### config.mk
export PLATFORM = sky130hd
export DESIGN_NAME = bcd_seg_display
export DESIGN_NICKNAME = d
export VERILOG_FILES = /design/src/rtl/bcd_seg_display.sv
export SDC_FILE = /design/constraint.sdc
export NUM_CORES = 1
export LEC_CHECK = 0
export ABC_AREA = 1
export ABC_CLOCK_PERIOD_IN_PS = 2600
export CAP_MARGIN = 20
export CORE_ASPECT_RATIO = 0.5
export CORE_UTILIZATION = 35
export CTS_CLUSTER_DIAMETER = 40
export DETAILED_ROUTE_END_ITERATION = 16
export PLACE_DENSITY = 0.59
export SETUP_SLACK_MARGIN = 0.5
export SLEW_MARGIN = 0
export SYNTH_ARGS = -nofsm -noshare
export SYNTH_HDL_FRONTEND = slang
export SYNTH_SLANG_ARGS = --single-unit
export TNS_END_PERCENT = 5
### constraint.sdc
create_clock -name clk -period 2.6 [get_ports clk]
set_input_delay 0.52 -clock clk [delete_from_list [all_inputs] [get_ports clk]]
set_output_delay 0.52 -clock clk [all_outputs]
set_load 0.01 [all_outputs]
### src/rtl/bcd_seg_display.sv
// bcd_seg_display
//   Binary value in, multiplexed common-anode 7-segment drive out, all on
//   one clock. A sequential double-dabble converter (start/busy/done
//   handshake) produces a registered BCD result plus an overflow flag. An
//   internal prescaler scans the digits. The display always shows the last
//   completed result.
//
//   Build option: define BCD_SEG_BLANK_EN to blank leading zeros on digits
//   above digit 0. Overflow dashes take priority over blanking.
//
// Parameters
//   BIN_W        binary input width (1..32)
//   DIGITS       BCD digits / anodes (1..8)
//   REFRESH_DIV  clk cycles each digit stays lit (>=2)
//
// Ports
//   clk       system clock
//   rst_n     synchronous active-low reset
//   bin_in    binary value, sampled only on an accepted start
//   start     conversion request, honoured only while idle
//   busy      conversion in progress
//   done      one-cycle pulse, high the cycle bcd_out/overflow update
//   bcd_out   registered BCD result, digit 0 in [3:0]
//   overflow  registered, last converted value >= 10**DIGITS
//   anode     active-low one-hot digit enable
//   cathode   active-low segments, [0]=a .. [6]=g
module bcd_seg_display #(
    parameter int BIN_W       = 12,
    parameter int DIGITS      = 4,
    parameter int REFRESH_DIV = 100000
) (
    input  logic                  clk,
    input  logic                  rst_n,
    input  logic [BIN_W-1:0]      bin_in,
    input  logic                  start,
    output logic                  busy,
    output logic                  done,
    output logic [4*DIGITS-1:0]   bcd_out,
    output logic                  overflow,
    output logic [DIGITS-1:0]     anode,
    output logic [6:0]            cathode
);
    localparam int SW    = 4 * DIGITS;
    localparam int CNT_W = $clog2(BIN_W + 1);
    localparam int PRE_W = $clog2(REFRESH_DIV);
    localparam int IDX_W = (DIGITS > 1) ? $clog2(DIGITS) : 1;

    localparam logic [CNT_W-1:0] ITERS   = CNT_W'(BIN_W);
    localparam logic [PRE_W-1:0] PRE_MAX = PRE_W'(REFRESH_DIV - 1);
    localparam logic [IDX_W-1:0] IDX_MAX = IDX_W'(DIGITS - 1);

    typedef enum logic [1:0] {IDLE, SHIFT, FIN} state_t;

    state_t             state_q, state_d;
    logic               load_en, shift_en, fin_en;

    logic [BIN_W-1:0]   shreg_q, shreg_d;
    logic [SW-1:0]      scratch_q, scratch_d;
    logic [SW-1:0]      adj;
    logic               ovf_q, ovf_d;
    logic [CNT_W-1:0]   cnt_q, cnt_d;
    logic [SW-1:0]      bcd_q, bcd_d;
    logic               overflow_q, overflow_d;
    logic               done_q, done_d;

    logic [PRE_W-1:0]   pre_q, pre_d;
    logic [IDX_W-1:0]   idx_q, idx_d;
    logic [DIGITS-1:0]  anode_q, anode_d;
    logic [6:0]         cathode_q, cathode_d;
    logic [3:0]         digit_arr [DIGITS];
    logic [3:0]         sel_digit;

    // ------------------------------------------------------------------
    // FSM: state register / next-state / outputs
    // ------------------------------------------------------------------
    always_ff @(posedge clk) begin
        if (!rst_n) state_q <= IDLE;
        else        state_q <= state_d;
    end

    always_comb begin
        state_d = state_q;
        unique case (state_q)
            IDLE:    if (start) state_d = SHIFT;
            // cnt_q still holds the pre-decrement count: 1 means this is
            // the last of the BIN_W shifts.
            SHIFT:   if (cnt_q == CNT_W'(1)) state_d = FIN;
            FIN:     state_d = IDLE;
            default: state_d = IDLE;
        endcase
    end

    always_comb begin
        busy     = (state_q != IDLE);
        load_en  = (state_q == IDLE) && start;
        shift_en = (state_q == SHIFT);
        fin_en   = (state_q == FIN);
    end

    // ------------------------------------------------------------------
    // Double-dabble datapath
    // ------------------------------------------------------------------
    for (genvar gi = 0; gi < DIGITS; gi++) begin : g_adj
        assign adj[4*gi +: 4] = (scratch_q[4*gi +: 4] >= 4'd5) ?
                                scratch_q[4*gi +: 4] + 4'd3 :
                                scratch_q[4*gi +: 4];
    end

    always_comb begin
        shreg_d    = shreg_q;
        scratch_d  = scratch_q;
        ovf_d      = ovf_q;
        cnt_d      = cnt_q;
        bcd_d      = bcd_q;
        overflow_d = overflow_q;
        done_d     = fin_en;
        if (load_en) begin
            shreg_d   = bin_in;
            scratch_d = '0;
            ovf_d     = 1'b0;
            cnt_d     = ITERS;
        end else if (shift_en) begin
            // The bit leaving the top nibble is exactly "value no longer
            // fits in DIGITS"; once set it stays set for this conversion.
            scratch_d = {adj[SW-2:0], shreg_q[BIN_W-1]};
            shreg_d   = shreg_q << 1;
            ovf_d     = ovf_q | adj[SW-1];
            cnt_d     = cnt_q - CNT_W'(1);
        end else if (fin_en) begin
            bcd_d      = scratch_q;
            overflow_d = ovf_q;
        end
    end

    // ------------------------------------------------------------------
    // Refresh scan and segment decode
    // ------------------------------------------------------------------
    for (genvar gi = 0; gi < DIGITS; gi++) begin : g_dig
        assign digit_arr[gi] = bcd_d[4*gi +: 4];
    end

`ifdef BCD_SEG_BLANK_EN
    logic [DIGITS-1:0] upper_zero;
    for (genvar gi = 0; gi < DIGITS; gi++) begin : g_blank
        assign upper_zero[gi] = ~|bcd_d[SW-1:4*gi];
    end
`endif

    function automatic logic [6:0] seg7(input logic [3:0] d);
        case (d)
            4'd0:    seg7 = 7'b1000000;
            4'd1:    seg7 = 7'b1111001;
            4'd2:    seg7 = 7'b0100100;
            4'd3:    seg7 = 7'b0110000;
            4'd4:    seg7 = 7'b0011001;
            4'd5:    seg7 = 7'b0010010;
            4'd6:    seg7 = 7'b0000010;
            4'd7:    seg7 = 7'b1111000;
            4'd8:    seg7 = 7'b0000000;
            4'd9:    seg7 = 7'b0010000;
            default: seg7 = 7'b1111111;
        endcase
    endfunction

    always_comb begin
        pre_d = (pre_q == PRE_MAX) ? '0 : pre_q + PRE_W'(1);
        idx_d = idx_q;
        if (pre_q == PRE_MAX)
            idx_d = (idx_q == IDX_MAX) ? '0 : idx_q + IDX_W'(1);
        anode_d   = ~(DIGITS'(1) << idx_d);
        sel_digit = digit_arr[idx_d];
        // Decoded from the next-state result so the segments always match
        // the bcd_out/overflow value visible in the same cycle.
        if (overflow_d)
            cathode_d = 7'b0111111;
`ifdef BCD_SEG_BLANK_EN
        else if ((idx_d != '0) && upper_zero[idx_d])
            cathode_d = 7'b1111111;
`endif
        else
            cathode_d = seg7(sel_digit);
    end

    always_ff @(posedge clk) begin
        if (!rst_n) begin
            shreg_q    <= '0;
            scratch_q  <= '0;
            ovf_q      <= 1'b0;
            cnt_q      <= '0;
            bcd_q      <= '0;
            overflow_q <= 1'b0;
            done_q     <= 1'b0;
            pre_q      <= '0;
            idx_q      <= '0;
            anode_q    <= ~DIGITS'(1);
            cathode_q  <= 7'b1000000;
        end else begin
            shreg_q    <= shreg_d;
            scratch_q  <= scratch_d;
            ovf_q      <= ovf_d;
            cnt_q      <= cnt_d;
            bcd_q      <= bcd_d;
            overflow_q <= overflow_d;
            done_q     <= done_d;
            pre_q      <= pre_d;
            idx_q      <= idx_d;
            anode_q    <= anode_d;
            cathode_q  <= cathode_d;
        end
    end

    assign done     = done_q;
    assign bcd_out  = bcd_q;
    assign overflow = overflow_q;
    assign anode    = anode_q;
    assign cathode  = cathode_q;

endmodule

==> out/metrics.csv, run 1 <==
stage,metric,value,unit
setup_path,CP Capture Point,cathode[3],
cells_and_area,nets,647,
clock_tree,CTS tree,built,
floorplanning,Site Rows,27,
routing,Via Count,3556,
clock_tree,CTS max path bufs,2,
setup_path,Critical Path Sink Type,register,
setup_path,crit path cell chain,"ha_4, nand2_2, inv_2, nand2_4, inv_4, nand4_1, nand2_4, nand3_2, nand2_2, nor2_4, buf_4, ha_2, inv_1, nand3_2, nand3_2, nand3_2, nand2_1, inv_1",
yosys,post-synthesis xor/xnor area fraction,2.15,%
floorplanning,initial core utilization,36.5,%
sta,Setup Viol. Count Final,0,
global_routing,GRT Util Overall,16.3,%
yosys,largest family of logic cells by synthesized area,simple AND/OR/NAND/NOR gates,
setup_path,Worst EP arrival,2.48,ns
yosys,Yosys warnings,0,
global_routing,largest net degree at the start of global routing,36,
placement,IO Port Bufs,44,
routing,Via-to-Cell Ratio,4.65,
yosys,most frequent cell after synthesis,nand2_1,
sta,Worst slew margin,46.7,%
yosys,"Distinct cells, synth",36,
yosys,part of the Yosys area used for sequential elements,40.9,%
yosys,Post-synth EDFFs,0,
global_routing,grt total ovfl,0,
placement,post-detailed-placement half-perimeter wirelength,6110,um
yosys,Synthesized Nets,594,
placement,gp weighted congestion,0.808,
setup_path,R2R cell count,18,
setup_path,Worst Path Required,2.84,ns
yosys,Mapped Cells,561,
floorplanning,core box area,11100,sq um
power_and_ir_drop,sw power,678,uW
global_routing,initial antenna violation count,0,
yosys,adder-cell share of the synthesized area,5.54,%
routing,routed wire length,8860,um
clock_tree,H-tree levels,3,
yosys,Mean Syn Cell Area,7.25,sq um
clock_tree,root buf cell,clkbuf_16,
sta,clk_skew,0.00713,ns
floorplanning,Die ar.,12100,sq um
setup_path,R2R Path End,cathode[3],
clock_tree,Inserted Clock Buffers,9,
sta,fin. max-slew vios,0,
yosys,"area leader, netlist",dfxtp_1,
power_and_ir_drop,Internal,2060,uW
sta,WHS,0.443,ns
setup_path,highest-delay cell along the critical path,dfxtp_4,
cells_and_area,Synth-to-Final Area Change,26.8,%
routing,drt pass-1 iters,4,
global_routing,vias in the first global route,3308,
placement,Placed Instances,738,
sta,RSZ-0062 raised after global routing,true,
yosys,Synth Cell Area,4070,sq um
sta,Tcrit/Tclk final,85.9,%
yosys,Synth area leaders,"dfxtp_1 (41%), nand2_1 (12%), inv_1 (7.2%), ha_1 (5.5%), nor2_1 (5.4%)",
sta,final hold violations,0,
routing,DRC violations left,0,
power_and_ir_drop,Pleak,0.00233,uW
setup_path,crit path from,pre_q[0],
clock_tree,Worst-Skew Late Latency,0.34,ns
yosys,count of state elements after synthesis,83,
power_and_ir_drop,pwr dens,531,nW/um^2
sta,Least-Margin Pin Slew,0.777,ns
yosys,post-synthesis simple-gate area fraction,29.8,%
yosys,top cell type's share of synthesized area,40.9,%
placement,Area after DPL,4660,sq um
power_and_ir_drop,sequential share of power,48.7,%
floorplanning,Die X-Extent,154,um
hold_path,HP Class,register to register,
power_and_ir_drop,worst vdd ir,281,uV
job,maxcap violations,0,
setup_path,Startpoint Class,register,
yosys,Post-synth top cells,"nand2_1 (128), dfxtp_1 (83), inv_1 (78)",
clock_tree,Worst-path clk slew,0.06,ns
run_status,status,completed,
sta,Max Clk Rate,0.448,GHz
yosys,post-synthesis compound-gate area fraction,11.4,%
sta,fin crit period,2.23,ns
setup_path,Crit Path Class,register to register,
cells_and_area,Non-Filler Instances,764,
floorplanning,I/O pin count,45,
setup_path,CP Max Fanout,5,
cells_and_area,diode insertion count for antenna repair,0,
routing,Final ANT Viol Nets,0,
global_routing,first-pass GRT wire length,15600,um
power_and_ir_drop,clock power share,43.7,%
setup_path,crit-path most repeated cell,nand3_2,
yosys,mux share of post-synthesis cell area,0.492,%
cells_and_area,post-route cell area,5150,sq um
clock_tree,clock tree sinks,83,
setup_path,launch point of the worst reg-to-reg path,pre_q[0],
setup_path,"Largest stage delay, worst path",0.36,ns
floorplanning,height of the die,78.2,um
clock_tree,Hold Buf Count CTS,0,
setup_path,R2R setup slack,0.37,ns
sta,setup_tns,0,ns
power_and_ir_drop,Logic pwr share,7.7,%
routing,WL/cell,11.6,um
routing,Iter 0 DRT Violations,159,
cells_and_area,share of layout cells above drive strength 1,14.9,%
yosys,ys flop type,dfxtp_1,
yosys,async set or reset register ratio after synthesis,0,%
power_and_ir_drop,Sw Share,24.7,%
==> how the worst min path moves through the flow <==
stage               startpoint  endpoint  slack [ns]  cells after the start
CTS                   pre_q[0]  pre_q[0]        0.44                      1
finish                pre_q[0]  pre_q[0]        0.44                      1
global placement      pre_q[0]  pre_q[0]        0.44                      1
global route          pre_q[0]  pre_q[0]        0.45                      1
detailed placement    pre_q[0]  pre_q[0]        0.44                      1
floorplan             pre_q[0]  pre_q[0]        0.42                      1
==> placed cells by master (no fill, tap or decap), types with 2 or more instances in the layout <==
cell	netlist	final
buf_4	0	14
nand3_2	0	7
clkbuf_16	0	9
dfxtp_1	83	76
nor3_1	6	6
nand3b_1	4	4
inv_4	0	2
mux2i_1	2	2
dfxtp_4	0	2
nand2_1	128	121
xnor2_1	5	5
clkdlybuf4s50_1	0	44
o21ai_0	27	27
dfxtp_2	0	5
nand2_4	2	8
nand4_1	6	6
nor3_2	2	2
nor2_1	58	54
nand2_2	13	15
inv_2	4	4
nor3b_1	4	4
nor2_4	4	4
o211ai_1	8	8
clkinvlp_4	0	3
clkinv_2	0	2
nor2_2	1	5
ha_4	0	2
ha_1	18	15
a31oi_1	11	11
a21oi_1	33	33
inv_1	78	76
nand3_1	31	24
xor2_1	5	5
==> metal layers <==
metal | vias up | routed length [um] | track usage [%]
li1 | 1884 | - | -
met2 | 42 | 3850 | 25.4
met3 | 9 | 293 | 5.41
met1 | 1621 | 4600 | 21.1
met4 | 0 | 119 | 5.74
met5 | - | 0 | 0
==> layout make-up <==
cell class              count  area (sq um)
fillers                  1131          5990
multi-input cells         378          2140
flip-flops and latches     83          1680
repair buffers             59           566
inverters                  83           317
clock buffers              10           239
well taps                 145           181
clock inverters             6          41.3
==> cell families after synthesis <==
group                    Yosys count
buffers and inverters            101
multiplexers                       2
AO/OA/AOI/OAI                     84
flip-flops                        83
adder cells (fa/ha/maj)           18
AND/OR/NAND/NOR                  263
XOR/XNOR                          10
==> per-stage QoR <==
| stage | util, % | setup slack, ns | total power (uW) |
|---|---|---|---|
| after floorplan | - | 0.508 | 1490 |
| after global placement | 41.8 | 0.284 | 1560 |
| after detailed placement | 41.8 | 0.250 | 1570 |
| after CTS | 45.8 | 0.396 | 2780 |
| after global routing | 46.2 | 0.239 | 2880 |
| final | 46.2 | 0.366 | 2740 |
==> worst max-delay path, delay by kind of cell (launching register included) <==
family,cells,cell delay [ns]
fa+ha+maj,2,0.29
buf+inv,5,0.39
flops,1,0.36
simple gates,11,1.10
==> registers in the layout, indices dropped and copies added, names as in the netlist, 2 cells and up <==
register,cells
cathode,7
pre_q,17
idx_q,2
anode,4
shreg_q,12
cnt_q,4
state_q,2
bcd_out,16
scratch_q,16
==> power by group through the flow <==
stage          Clock (uW)  Combinational (uW)  Sequential, uW
2_1_floorplan           0                 136            1360
3_3_place_gp            0                 204            1360
3_5_place_dp            0                 206            1360
4_1_cts              1240                 210            1330
5_1_grt              1300                 243            1340
6_report             1200                 210            1330
==> what timing repair did <==
action                     CTS  global route
cloned                       1             0
pin swaps                   15            14
gates resized for setup     26            14
setup endpoints to repair    7            14
buffers inserted             8             1
Power figures use the tool's default switching activity.
==> run 2: changes to the inputs <==
Settings changed: CTS_CLUSTER_SIZE from default to 30, GPL_TIMING_DRIVEN from default to 0.
==> out/metrics.csv, run 2 (synthesis gave the netlist of run 1 again) <==
stage,metric,value,unit
run_status,status,completed,
floorplanning,Site Rows,27,
placement,post-detailed-placement half-perimeter wirelength,6780,um
routing,Iter 0 DRT Violations,183,
sta,Max Clk Rate,0.437,GHz
power_and_ir_drop,Pleak,0.00233,uW
floorplanning,Die X-Extent,154,um
setup_path,Crit Path Class,register to register,
global_routing,grt total ovfl,0,
cells_and_area,nets,663,
setup_path,crit path from,pre_q[0],
floorplanning,Die ar.,12100,sq um
global_routing,GRT Util Overall,16.2,%
cells_and_area,"commonest non-fill, non-tap cell in the layout",nand2_1,
sta,clk_skew,0.00716,ns
floorplanning,height of the die,78.2,um
floorplanning,core box area,11100,sq um
sta,final hold violations,0,
setup_path,"Largest stage delay, worst path",0.35,ns
sta,fin. max-slew vios,0,
setup_path,Critical Path Sink Type,register,
sta,Setup Viol. Count Final,0,
clock_tree,Inserted Clock Buffers,9,
routing,DRC violations left,0,
setup_path,launch point of the worst reg-to-reg path,pre_q[0],
job,maxcap violations,0,
sta,Tcrit/Tclk final,88.1,%
routing,Via-to-Cell Ratio,4.62,
clock_tree,H-tree levels,3,
routing,routed wire length,9370,um
power_and_ir_drop,worst vdd ir,301,uV
clock_tree,Hold Buf Count CTS,0,
clock_tree,root buf cell,clkbuf_16,
setup_path,crit-path most repeated cell,nand2_2,
cells_and_area,final core utilization,47.2,%
setup_path,Worst EP arrival,2.51,ns
global_routing,largest net degree at the start of global routing,17,
routing,WL/cell,12.0,um
sta,RSZ-0062 raised after global routing,true,
setup_path,CP Max Fanout,5,
power_and_ir_drop,Power Total,2780,uW
clock_tree,Worst-path clk slew,0.07,ns
placement,Area after DPL,4690,sq um
routing,drt pass-1 iters,4,
setup_path,crit path cell chain,"ha_4, nand2_2, inv_2, nand2_4, inv_4, nand3_4, nand2_4, nand2_2, buf_4, nand3_2, nand2_2, nor2_4, ha_4, nand3_4, nand2_2, nand2_2, nor2_4, nor2_1",
clock_tree,CTS tree,built,
floorplanning,I/O pin count,45,
clock_tree,CTS max path bufs,2,
global_routing,first-pass GRT wire length,15400,um
clock_tree,clock tree sinks,83,
routing,Via Count,3607,
setup_path,highest-delay cell along the critical path,dfxtp_2,
routing,Final ANT Viol Nets,0,
setup_path,Startpoint Class,register,
sta,Worst slew margin,49.3,%
global_routing,initial antenna violation count,0,
sta,Least-Margin Pin Slew,0.739,ns
cells_and_area,diode insertion count for antenna repair,0,
global_routing,vias in the first global route,3266,
placement,gp weighted congestion,0.772,
cells_and_area,share of layout cells above drive strength 1,15.0,%
setup_path,Worst Path Required,2.82,ns
cells_and_area,most frequent cells in the layout,"nand2_1 (118), dfxtp_1 (81), inv_1 (74)",
clock_tree,Worst-Skew Late Latency,0.35,ns
cells_and_area,post-route cell area,5260,sq um
hold_path,Hold Crit Start,shreg_q[0],
cells_and_area,Largest Register,pre_q,
sta,fin crit period,2.29,ns
cells_and_area,Synth-to-Final Area Change,29.3,%
sta,WHS,0.478,ns
power_and_ir_drop,pwr dens,529,nW/um^2
hold_path,HP Class,register to register,
cells_and_area,Fillers,1121,
placement,IO Port Bufs,44,
cells_and_area,max reg flops,17,
floorplanning,initial core utilization,36.5,%
## run 2: critical path: cells and delay by family (launching register included)
family | cells | cell delay [ns]
simple gates | 13 | 1.18
buf+inv | 3 | 0.29
flops | 1 | 0.35
fa+ha+maj | 2 | 0.33
## run 2: layout make-up
cell class	instances	area, sq um	area share (%)
multi-input combinational	377	2160	41.1
clock buffer	9	225	4.28
inverter	83	319	6.07
clock inverter	7	60.1	1.14
tap	145	181	3.45
buffer	18	87.6	1.67
timing repair buffer	58	561	10.7
sequential	83	1660	31.6
## run 2: metal layers
metal / global-route usage [%] / up-vias / wire (um)
li1: - / 1920 / -
met1: 21.2 / 1637 / 4670
met2: 26.3 / 43 / 4310
met3: 4.09 / 7 / 299
met4: 5.05 / 0 / 97
met5: 0 / - / 0
## run 2: final timing paths
check / end / depth (start not counted) / slack [ns]
worst max-delay path: cathode[4] / 18 / 0.31
worst min-delay path: shreg_q[0] / 2 / 0.48
worst max register to register: cathode[4] / 18 / 0.31
worst min register to register: shreg_q[0] / 2 / 0.48
## run 2: through the flow
stage	setup TNS [ns]	setup slack, ns	std cells
after floorplan	0	0.508	561
after global placement	-0.767	-0.225	750
after detailed placement	-0.387	-0.188	750
after CTS	0	0.355	775
after global routing	0	0.132	780
final	0	0.310	780
## run 2: repair_timing
item / CTS / global route
setup buffers: 9 / 5
resized for setup: 24 / 23
endpoints found under the setup margin: 17 / 18
endpoints found under the hold margin: 0 / 0
pin swaps: 12 / 14
cloned: 0 / 0
## run 2: where the power goes
| group | total (uW) | switching, uW | internal (uW) |
|---|---|---|---|
| clock network | 1230 | 567 | 662 |
| logic | 219 | 132 | 86.4 |
| registers | 1330 | 26.2 | 1310 |
| total | 2780 | 725 | 2060 |
